==> config.mk <==
export PLATFORM = sky130hd
export DESIGN_NAME = led_blink
export DESIGN_NICKNAME = d
export VERILOG_FILES = /design/src/rtl/led_blink_pkg.sv /design/src/rtl/led_blink_phase_timer.sv /design/src/rtl/led_blink.sv
export SDC_FILE = /design/constraint.sdc
export NUM_CORES = 1
export LEC_CHECK = 0
export BUFFER_PORTS_ARGS = -buffer_cell sky130_fd_sc_hd__buf_2
export CAP_MARGIN = 20
export CORE_UTILIZATION = 50
export CTS_CLUSTER_DIAMETER = 150
export DETAILED_ROUTE_END_ITERATION = 12
export PLACE_DENSITY_LB_ADDON = 0.1
export SYNTH_ARGS = -nofsm -noshare
export SYNTH_HDL_FRONTEND = slang
export SYNTH_SLANG_ARGS = --single-unit
==> constraint.sdc <==
create_clock -name clk -period 1.8 [get_ports clk]
set_input_delay 0.18 -clock clk [delete_from_list [all_inputs] [get_ports clk]]
set_output_delay 0.18 -clock clk [all_outputs]
set_load 0.02 [all_outputs]
==> src/rtl/led_blink_pkg.sv <==
// Shared definitions for the LED blink sequencer.
package led_blink_pkg;

    // Sequencer states: idle, LED lit, LED dark between blinks.
    typedef enum logic [1:0] {
        IDLE = 2'd0,
        ON   = 2'd1,
        OFF  = 2'd2
    } state_t;

endpackage

==> src/rtl/led_blink_phase_timer.sv <==
// Loadable down-counter that times one ON or OFF phase.
// Load with (phase length - 1); expired is high during the last cycle of the phase.
module phase_timer #(
    parameter int TW = 3
) (
    input  logic          clk,
    input  logic          rst_n,
    input  logic          load,
    input  logic [TW-1:0] load_val,
    output logic          expired
);

    logic [TW-1:0] count;

    // Count down to zero and hold there; a load restarts the phase.
    always_ff @(posedge clk) begin
        // NOTE: sequential state uses non-blocking assignments so every flop samples pre-edge values.
        if (!rst_n) begin
            count <= '0;
        end else if (load) begin
            count <= load_val;
        end else if (count != '0) begin
            count <= count - TW'(1);
        end
    end

    assign expired = (count == '0);

endmodule

==> src/rtl/led_blink.sv <==
// LED blink sequencer: on an accepted start, blinks the LED blink_count times
// (ON_CYCLES lit, OFF_CYCLES dark between blinks), then pulses done.
// cancel aborts without done; every output comes straight from a flop.
module led_blink
    import led_blink_pkg::*;
#(
    parameter int ON_CYCLES  = 4,
    parameter int OFF_CYCLES = 4,
    parameter int CNT_W      = 4
) (
    input  logic             clk,
    input  logic             rst_n,
    input  logic             start,
    input  logic [CNT_W-1:0] blink_count,
    input  logic             cancel,
    output logic             led,
    output logic             busy,
    output logic             done
);

    // Timer wide enough to hold the longer of the two phase lengths.
    localparam int MAX_PHASE = (ON_CYCLES > OFF_CYCLES) ? ON_CYCLES : OFF_CYCLES;
    localparam int TW        = $clog2(MAX_PHASE + 1);

    localparam logic [TW-1:0] ON_LOAD  = TW'(ON_CYCLES - 1);
    localparam logic [TW-1:0] OFF_LOAD = TW'(OFF_CYCLES - 1);

    state_t           state;
    state_t           state_nxt;
    logic [CNT_W-1:0] remaining;
    logic             tmr_load;
    logic [TW-1:0]    tmr_load_val;
    logic             tmr_expired;
    logic             finish;

    phase_timer #(
        .TW (TW)
    ) u_phase_timer (
        .clk      (clk),
        .rst_n    (rst_n),
        .load     (tmr_load),
        .load_val (tmr_load_val),
        .expired  (tmr_expired)
    );

    // Next-state logic: acceptance, phase transitions, cancel and completion.
    always_comb begin
        // NOTE: every output of this block gets a default first so no latch is inferred.
        state_nxt    = state;
        tmr_load     = 1'b0;
        tmr_load_val = '0;
        finish       = 1'b0;
        case (state)
            IDLE: begin
                // cancel wins over start here; a zero-length request is ignored
                if (!cancel && start && (blink_count != '0)) begin
                    state_nxt    = ON;
                    tmr_load     = 1'b1;
                    tmr_load_val = ON_LOAD;
                end
            end
            ON: begin
                if (cancel) begin
                    state_nxt = IDLE;
                end else if (tmr_expired) begin
                    // last blink goes straight to IDLE with no trailing dark phase
                    if (remaining <= CNT_W'(1)) begin
                        state_nxt = IDLE;
                        finish    = 1'b1;
                    end else begin
                        state_nxt    = OFF;
                        tmr_load     = 1'b1;
                        tmr_load_val = OFF_LOAD;
                    end
                end
            end
            OFF: begin
                if (cancel) begin
                    state_nxt = IDLE;
                end else if (tmr_expired) begin
                    state_nxt    = ON;
                    tmr_load     = 1'b1;
                    tmr_load_val = ON_LOAD;
                end
            end
            default: state_nxt = IDLE;
        endcase
    end

    // State and registered outputs, decoded from the next state so they
    // change on the same edge as the state itself.
    always_ff @(posedge clk) begin
        if (!rst_n) begin
            state <= IDLE;
            led   <= 1'b0;
            busy  <= 1'b0;
            done  <= 1'b0;
        end else begin
            state <= state_nxt;
            led   <= (state_nxt == ON);
            busy  <= (state_nxt != IDLE);
            done  <= finish;
        end
    end

    // Remaining-blink counter: loaded on acceptance, decremented as each
    // ON phase ends, saturating at zero.
    always_ff @(posedge clk) begin
        if (!rst_n) begin
            remaining <= '0;
        end else if ((state == IDLE) && (state_nxt == ON)) begin
            remaining <= blink_count;
        end else if ((state == ON) && tmr_expired && !cancel && (remaining != '0)) begin
            remaining <= remaining - CNT_W'(1);
        end
    end

endmodule

Word level (Yosys, flattened, before mapping)
Index checks and enable logic that the tools add are counted.
{"block": "word_totals", "register_bits": 12, "out_inout_bits": 3, "wordCells": 57}
{"block": "classes", "add_sub_neg": 2, "magnitude_cmp": 1, "n_eq_ne": 3, "muxes": 26, "bitwise": 3, "n_reduce_logical": 16}
{"cell": "2-bit 2-to-1 mux", "n": 12}
{"cell": "2-bit case mux with 3 select lines", "n": 2}
{"cell": "4-bit 2-to-1 mux", "n": 2}
{"cell": "4-bit nonzero test", "n": 2}
{"cell": "1-bit 2-to-1 mux", "n": 7}
{"cell": "1-bit logical AND", "n": 6}
{"cell": "3-bit 2-to-1 mux", "n": 2}
{"cell": "2-bit nonzero test", "n": 3}
{"cell": "2-bit by 1-bit == test with 1-bit output (second input constant)", "n": 2}
{"cell": "4-bit by 1-bit <= comparator with 1-bit output (second input constant)", "n": 1}
{"cell": "4-bit OR reduction", "n": 1}
{"cell": "4-bit by 1-bit subtractor with 4-bit output (second input constant)", "n": 1}
{"cell": "3-bit zero test", "n": 1}
{"cell": "1-bit NOT", "n": 3}
{"cell": "1-bit case mux with 3 select lines", "n": 1}
{"cell": "3-bit nonzero test", "n": 1}
{"cell": "3-bit by 1-bit subtractor with 3-bit output (second input constant)", "n": 1}
{"cell": "2-bit == test (second input constant)", "n": 1}
{"cell": "2-bit zero test", "n": 1}
{"cell": "1-bit zero test", "n": 1}

Longest topological paths before layout
Gate-level depths: netlist (run 1).
{"block": "logic_depth", "word_depth": 8, "ltp_mapped": 7}

Hierarchy
From an unflattened synthesis (run 1), not the netlist that was laid out.
{"block": "hier_totals", "cells_unflattened": 80, "area_unflattened_um2": 729.4}
{"module": "led_blink", "n_inst": 1, "cells_per_inst": 58, "area_per_inst_um2": 524.3, "seq_area_each_um2": 180.2}
{"module": "phase_timer", "n_inst": 1, "cells_per_inst": 22, "area_per_inst_um2": 205.2, "seq_area_each_um2": 60.1}

Worst setup path before layout (run 1)
Ideal clock, no wire load.
{"block": "synth_path", "path_kind": "reg-to-reg", "start": "register remaining[0]", "end": "register remaining[1]", "setup_time_ps": 124, "t_arrival_ps": 1443, "required_ps": 1676, "slack_ps": 233, "path_stages_with_launch": 7, "period_less_slack_ps": 1567, "path_cell_list": "dfxtp_1 -> inv_1 -> ha_1 -> or3b_2 -> and3_1 -> o221ai_1 -> a21oi_1"}
{"block": "synth_via", "elab_chain_len": 8, "word_cells_on_any_way": 13}
{"element": "from (decl)", "line_no": "led_blink.sv:30", "text": "logic [CNT_W-1:0] remaining;"}
{"element": "from (signal assigned)", "line_no": "led_blink.sv:112", "text": "remaining <= blink_count;"}
{"element": "from (signal assigned)", "line_no": "led_blink.sv:114", "text": "remaining <= remaining - CNT_W'(1);"}
{"element": "4-bit by 1-bit <= comparator with 1-bit output", "line_no": "led_blink.sv:67", "text": "if (remaining <= CNT_W'(1)) begin"}
{"element": "2-bit 2-to-1 mux", "line_no": "led_blink.sv:67"}
{"element": "2-bit 2-to-1 mux", "line_no": "led_blink.sv:65", "text": "end else if (tmr_expired) begin"}
{"element": "2-bit 2-to-1 mux", "line_no": "led_blink.sv:63", "text": "if (cancel) begin"}
{"element": "2-bit case mux with 3 select lines", "line_no": "led_blink.sv:53", "text": "case (state)"}
{"element": "2-bit by 1-bit == test with 1-bit output", "line_no": "led_blink.sv:111", "text": "end else if ((state == IDLE) && (state_nxt == ON)) begin"}
{"element": "1-bit logical AND", "line_no": "led_blink.sv:111"}
{"element": "4-bit 2-to-1 mux / 2-bit nonzero test (equally long branches)"}
Parallel ways exist; a longest one is shown, timed or not. The select of a mux whose other input is x is not followed.
A chain may end at the register's enable or synchronous reset.

Worst setup path in the final report (run 1)
{"block": "layout_path", "start": "register remaining[1]", "end": "register remaining[1]"}
The elaborated chain is that of the path after synthesis.

==> impl_metrics.py, run 1 <==
metrics = {
    "yosys": {
        "yosys_register_bits": 12,
        "synth_fp_nets": 89,
        "syn-mean-instance-area_um2": 9.19,
        "synth_top_area_cell": "dfxtp_1",
        "ys_warn_count": 0,
        "ys_types": 35,
        "ys_seq_area_frac": 0.344,
        "synth_cells": 76,
        "synth_area_leaders": "dfxtp_1, ha_1, a311oi_4, xnor2_1, a21oi_1",
        "synth_top_area_share": 0.344,
        "synth_area_um2": 698,
    },
    "clocking": {
        "clock_path_buffers": 2,
        "cts_max_level": 1,
        "cts_buffers": 3,
        "clk_transition_reported_paths_ns": 0.08,
        "insertion_delay_ns": 0.28,
        "cts_tree": "done",
        "cts.sinks": 12,
        "cts-root-buf": "clkbuf_4",
        "cts_setup_buffers": 0,
    },
    "layout": {
        "final_layout_size_suffix_gt1_frac": 0.253,
        "fin_cells": 106,
        "fin_nets": 105,
        "insertedDiodeCount": 0,
        "final_common_cell": "dfxtp_1",
        "layout_common_cells": "dfxtp_1, buf_2",
        "syn_to_final_growth_pct": 17.0,
    },
    "setup_path": {
        "end_kind": "flip-flop",
        "crit_fanout": 3,
        "worstPathRequired_ns": 1.96,
        "crit_path_start_kind": "flip-flop",
        "cp.arrival_ns": 1.87,
        "critPathKind": "flip-flop to flip-flop",
    },
    "timing": {
        "finalHoldViolCount": 0,
        "worst_pin_slew_ns": 0.347,
        "slew_violations": 0,
        "finalClockSkew_ns": 0.00309,
        "worst_hold_slack_ns": 0.142,
        "relSlewSlack": 0.768,
        "grt_setup_unrepaired": "no",
        "setup_violations": 0,
        "fin_tns_setup_ns": 0,
        "fin_crit_ns": 1.71,
        "fin_crit_sh": 0.948,
        "fmax_mhz": 586,
        "fin_ws_ns": 0.0937,
    },
    "power": {
        "ir_drop_uv": 703,
        "power_w": 0.000920,
        "p_leak_nw": 0.341,
        "p_per_area_nw_per_um2": 1130,
    },
    "global_route": {
        "grt_pass1_wl_mm": 2.27,
        "grtUsageTotal": 0.227,
        "antenna_found_initial": 0,
        "grt_max_degree": 10,
        "grt_pass1_vias": 552,
        "overflow": 0,
    },
    "place": {
        "place_ws_ns": 0.0807,
        "gp_congestion": 0.789,
        "hpwl_mm": 1.13,
        "io_buffers": 10,
        "dp.cells": 102,
    },
    "routing": {
        "initialDrtViolationCount": 11,
        "first_pass_iters": 4,
        "wire_per_inst_um": 13.5,
        "drc": 0,
        "route.vias.total": 598,
        "drt_wl_total_mm": 1.44,
        "viasPerCell": 5.64,
        "dr_wl_met3_um": 94,
        "topRoutingLayerUsed": "met4",
        "met2_length_um": 609,
        "drtAntennaViolNets": 0,
        "wl_met1_um": 668,
    },
    "die": {
        "ios": 11,
        "design.die.area_um2": 1550,
        "core_um2": 1300,
        "initial_core_util": 0.537,
        "num_rows": 13,
        "die_h_um": 39.4,
        "die_w_um": 39.4,
    },
    "worst_hold_path": {
        "hold_class": "primary input to flip-flop",
    },
    "outcome": {
        "status": "finished clean",
    },
    "run": {
        "max_cap_violations": 0,
    },
}
==> layout make-up <==
class	count	area (um^2)
flip-flops and latches	12	240
inverters	5	18.8
clock buffers	4	36.3
repair buffers	13	72.6
multi-input cells	57	430
fillers	126	484
well taps	15	18.8
==> where the power goes <==
| group | switching, W | total (W) | internal, W | leakage, nW |
|---|---|---|---|---|
| Sequential | 0.0000331 | 0.000345 | 0.000312 | 0.0985 |
| Clock | 0.0000957 | 0.000219 | 0.000123 | 0.0210 |
| Combinational | 0.000184 | 0.000357 | 0.000173 | 0.222 |
==> repair_timing <==
item / CTS / global route
endpoints found under the setup margin: 0 / 1
gates resized for setup: 0 / 1
hold buffers: 0 / 0
==> cells by family after synthesis <==
family          share of synthesized area
compound gates                      0.206
xor+xnor                           0.0502
fa+ha+maj                          0.0896
buf+inv                            0.0484
flops                               0.344
mux                                0.0143
simple gates                        0.247
==> worst max-delay path: stages, from the launching register on <==
cell and delay [ns]:
dfxtp_1 0.35, inv_1 0.11, ha_1 0.17, or3b_2 0.47
and3_1 0.24, o221ai_2 0.17, a21oi_1 0.09
==> flip-flops by register name, indices dropped and copies added, names as in the netlist <==
register and cells:
led 1, done 1, busy 1, state 2
remaining 4, u_phase_timer.count 3
==> Yosys cell counts (all sizes together) <==
| library cell | n |
|---|---|
| a21boi | 1 |
| a21oi | 5 |
| a2bb2oi | 1 |
| a311oi | 2 |
| a31oi | 1 |
| and2 | 1 |
| and2b | 1 |
| and3 | 1 |
| buf | 1 |
| clkbuf | 1 |
| dfxtp | 12 |
| ha | 5 |
| inv | 5 |
| mux2i | 1 |
| nand2 | 5 |
| nand2b | 3 |
| nand3 | 1 |
| nand4 | 1 |
| nor2 | 5 |
| nor2b | 2 |
| nor3 | 2 |
| nor3b | 2 |
| nor4 | 1 |
| o211ai | 1 |
| o21a | 3 |
| o21ai | 3 |
| o21bai | 1 |
| o221ai | 1 |
| or3b | 1 |
| or4 | 1 |
| or4b | 1 |
| xnor2 | 3 |
| xor2 | 1 |
==> stage by stage <==
stage                      util  instance area, um^2
after floorplan               -                  698
after global placement    0.595                  774
after detailed placement  0.595                  774
after CTS                 0.623                  811
after global routing      0.628                  817
final                     0.628                  817
==> layer usage <==
| metal | track usage | vias to the layer above |
|---|---|---|
| met5 | 0 | - |
| met4 | 0.155 | 0 |
| met3 | 0.0341 | 7 |
| met2 | 0.358 | 23 |
| met1 | 0.279 | 269 |
| li1 | - | 299 |
==> path summary, 6_finish.rpt <==
check	start	end	slack [ns]	depth (start not counted)
min	blink_count[3]	remaining[3]	0.14	3
max reg2reg	remaining[1]	remaining[1]	0.09	6
min reg2reg	u_phase_timer.count[2]	u_phase_timer.count[2]	0.57	2
max	remaining[1]	remaining[1]	0.09	6
(Power assumes the default switching activity.)
==> run 2: changes to the inputs <==
--- a/config.mk
+++ b/config.mk
@@ -7,7 +7,7 @@
 export LEC_CHECK = 0
 export BUFFER_PORTS_ARGS = -buffer_cell sky130_fd_sc_hd__buf_2
 export CAP_MARGIN = 20
-export CORE_UTILIZATION = 50
+export CORE_UTILIZATION = 45
 export CTS_CLUSTER_DIAMETER = 150
 export DETAILED_ROUTE_END_ITERATION = 12
 export PLACE_DENSITY_LB_ADDON = 0.1
==> impl_metrics.py, run 2 (same netlist as run 1, synthesis figures left out) <==
metrics = {
    "layout": {
        "fin_util": 0.583,
        "layout_common_cells": "dfxtp_1, buf_2",
        "reg_top3": "remaining: 4 flops, u_phase_timer.count: 3 flops, state: 2 flops",
        "final_layout_size_suffix_gt1_frac": 0.233,
        "syn_to_final_growth_pct": 14.2,
        "regMostFlops": "remaining",
        "largest_reg_flops": 4,
        "final_common_cell": "dfxtp_1",
        "fin_nets": 105,
        "insertedDiodeCount": 0,
    },
    "timing": {
        "relSlewSlack": 0.816,
        "finalClockSkew_ns": 0.00436,
        "fin_crit_ns": 1.67,
        "fin_crit_sh": 0.927,
        "fin_tns_setup_ns": 0,
        "grt_setup_unrepaired": "no",
        "worst_pin_slew_ns": 0.274,
        "slew_violations": 0,
        "worst_hold_slack_ns": 0.162,
        "setup_violations": 0,
        "finalHoldViolCount": 0,
        "fmax_mhz": 599,
    },
    "clocking": {
        "clock_path_buffers": 2,
        "cts.sinks": 12,
        "cts_max_level": 1,
        "hold_buffers": 0,
        "cts-root-buf": "clkbuf_4",
        "cts_setup_buffers": 0,
        "clk_transition_reported_paths_ns": 0.07,
        "insertion_delay_ns": 0.27,
        "cts_resized": 0,
        "cts_tree": "done",
        "cts_buffers": 3,
    },
    "global_route": {
        "grtUsageTotal": 0.199,
        "grt_pass1_vias": 508,
        "use_met1": 0.199,
        "gr-usage-met2": 0.355,
        "overflow": 0,
        "grt_busiest_layer": "met2",
        "met3_usage": 0.0957,
        "grt_max_degree": 10,
        "grt_pass1_wl_mm": 2.11,
        "antenna_found_initial": 0,
    },
    "setup_path": {
        "path_cells": "inv_1 > ha_1 > or3b_2 > and3_1 > o221ai_1 > a21oi_1",
        "crit_fanout": 4,
        "startpoint": "remaining[0]",
        "critPathKind": "flip-flop to flip-flop",
        "cp.arrival_ns": 1.82,
        "r2r_setup_slack_ns": 0.13,
        "r2r_cells": 6,
        "crit_path_start_kind": "flip-flop",
        "worst_path_max_delay_cell": "or3b_2",
        "regToRegStartpoint": "remaining[0]",
        "timing.rr.end": "remaining[1]",
        "end_kind": "flip-flop",
        "worstPathRequired_ns": 1.96,
        "crit_path_max_incr_delay_ns": 0.48,
    },
    "die": {
        "design.die.area_um2": 1710,
        "core_um2": 1370,
        "die_w_um": 41.4,
        "ios": 11,
        "die_h_um": 41.4,
        "initial_core_util": 0.511,
        "num_rows": 13,
    },
    "routing": {
        "wire_per_inst_um": 12.4,
        "initialDrtViolationCount": 13,
        "route.vias.total": 587,
        "drt_wl_total_mm": 1.30,
        "viasPerCell": 5.59,
        "first_pass_iters": 4,
        "drtAntennaViolNets": 0,
        "drc": 0,
    },
    "power": {
        "p_per_area_nw_per_um2": 1070,
        "power_w": 0.000856,
        "p_leak_nw": 0.334,
        "ir_drop_uv": 622,
    },
    "worst_hold_path": {
        "hold_end": "remaining[3]",
        "min_delay_path_depth": 3,
        "hold_class": "primary input to flip-flop",
        "min_from": "blink_count[3]",
    },
    "place": {
        "gp_congestion": 0.852,
        "io_buffers": 10,
        "hpwl_mm": 1.04,
    },
    "run": {
        "max_cap_violations": 0,
    },
    "outcome": {
        "status": "finished clean",
    },
}
## run 2: how the worst max path moves through the flow
stage | depth (start not counted) | slack [ns] | endpoint
after floorplan | 6 | 0.23 | remaining[1]
after global placement | 6 | 0.19 | remaining[1]
after detailed placement | 6 | 0.14 | remaining[1]
after CTS | 6 | 0.13 | remaining[1]
after global routing | 6 | 0.03 | remaining[1]
final | 6 | 0.13 | remaining[1]
## run 2: critical path, delay by kind of cell (launching register included)
family | cells | cell delay (ns)
buffers and inverters | 1 | 0.09
and+or+nand+nor | 2 | 0.70
DFF | 1 | 0.35
AOI/OAI and AO/OA | 2 | 0.25
adders and majority gates | 1 | 0.17
## run 2: per-layer routing
| layer | share of wire | vias up | wire length [um] |
|---|---|---|---|
| met4 | 0.0093 | 0 | 12 |
| met3 | 0.067 | 2 | 87 |
| met1 | 0.42 | 268 | 544 |
| li1 | - | 297 | - |
| met2 | 0.50 | 20 | 652 |
| met5 | 0 | - | 0 |
## run 2: report_power, final
group / internal, W / switching, W
clock: 0.0000774 / 0.0000818
sequential: 0.000312 / 0.0000308
combinational: 0.000171 / 0.000183
total: 0.000560 / 0.000296
## run 2: cell type report
| class | count | area, um^2 |
|---|---|---|
| clock buffers | 3 | 22.5 |
| flip-flops and latches | 12 | 240 |
| inverters | 5 | 18.8 |
| multi-input cells | 57 | 424 |
| repair buffers | 13 | 72.6 |
| fillers | 145 | 569 |
| well taps | 15 | 18.8 |
## run 2: through the flow
| step | area [um^2] | worst slack (ns) | std cells |
|---|---|---|---|
| global placement | 774 | 0.189 | 102 |
| global route | 797 | 0.0316 | 105 |
| floorplan | 698 | 0.233 | 76 |
| finish | 797 | 0.132 | 105 |
| detailed placement | 774 | 0.144 | 102 |
| CTS | 797 | 0.133 | 105 |
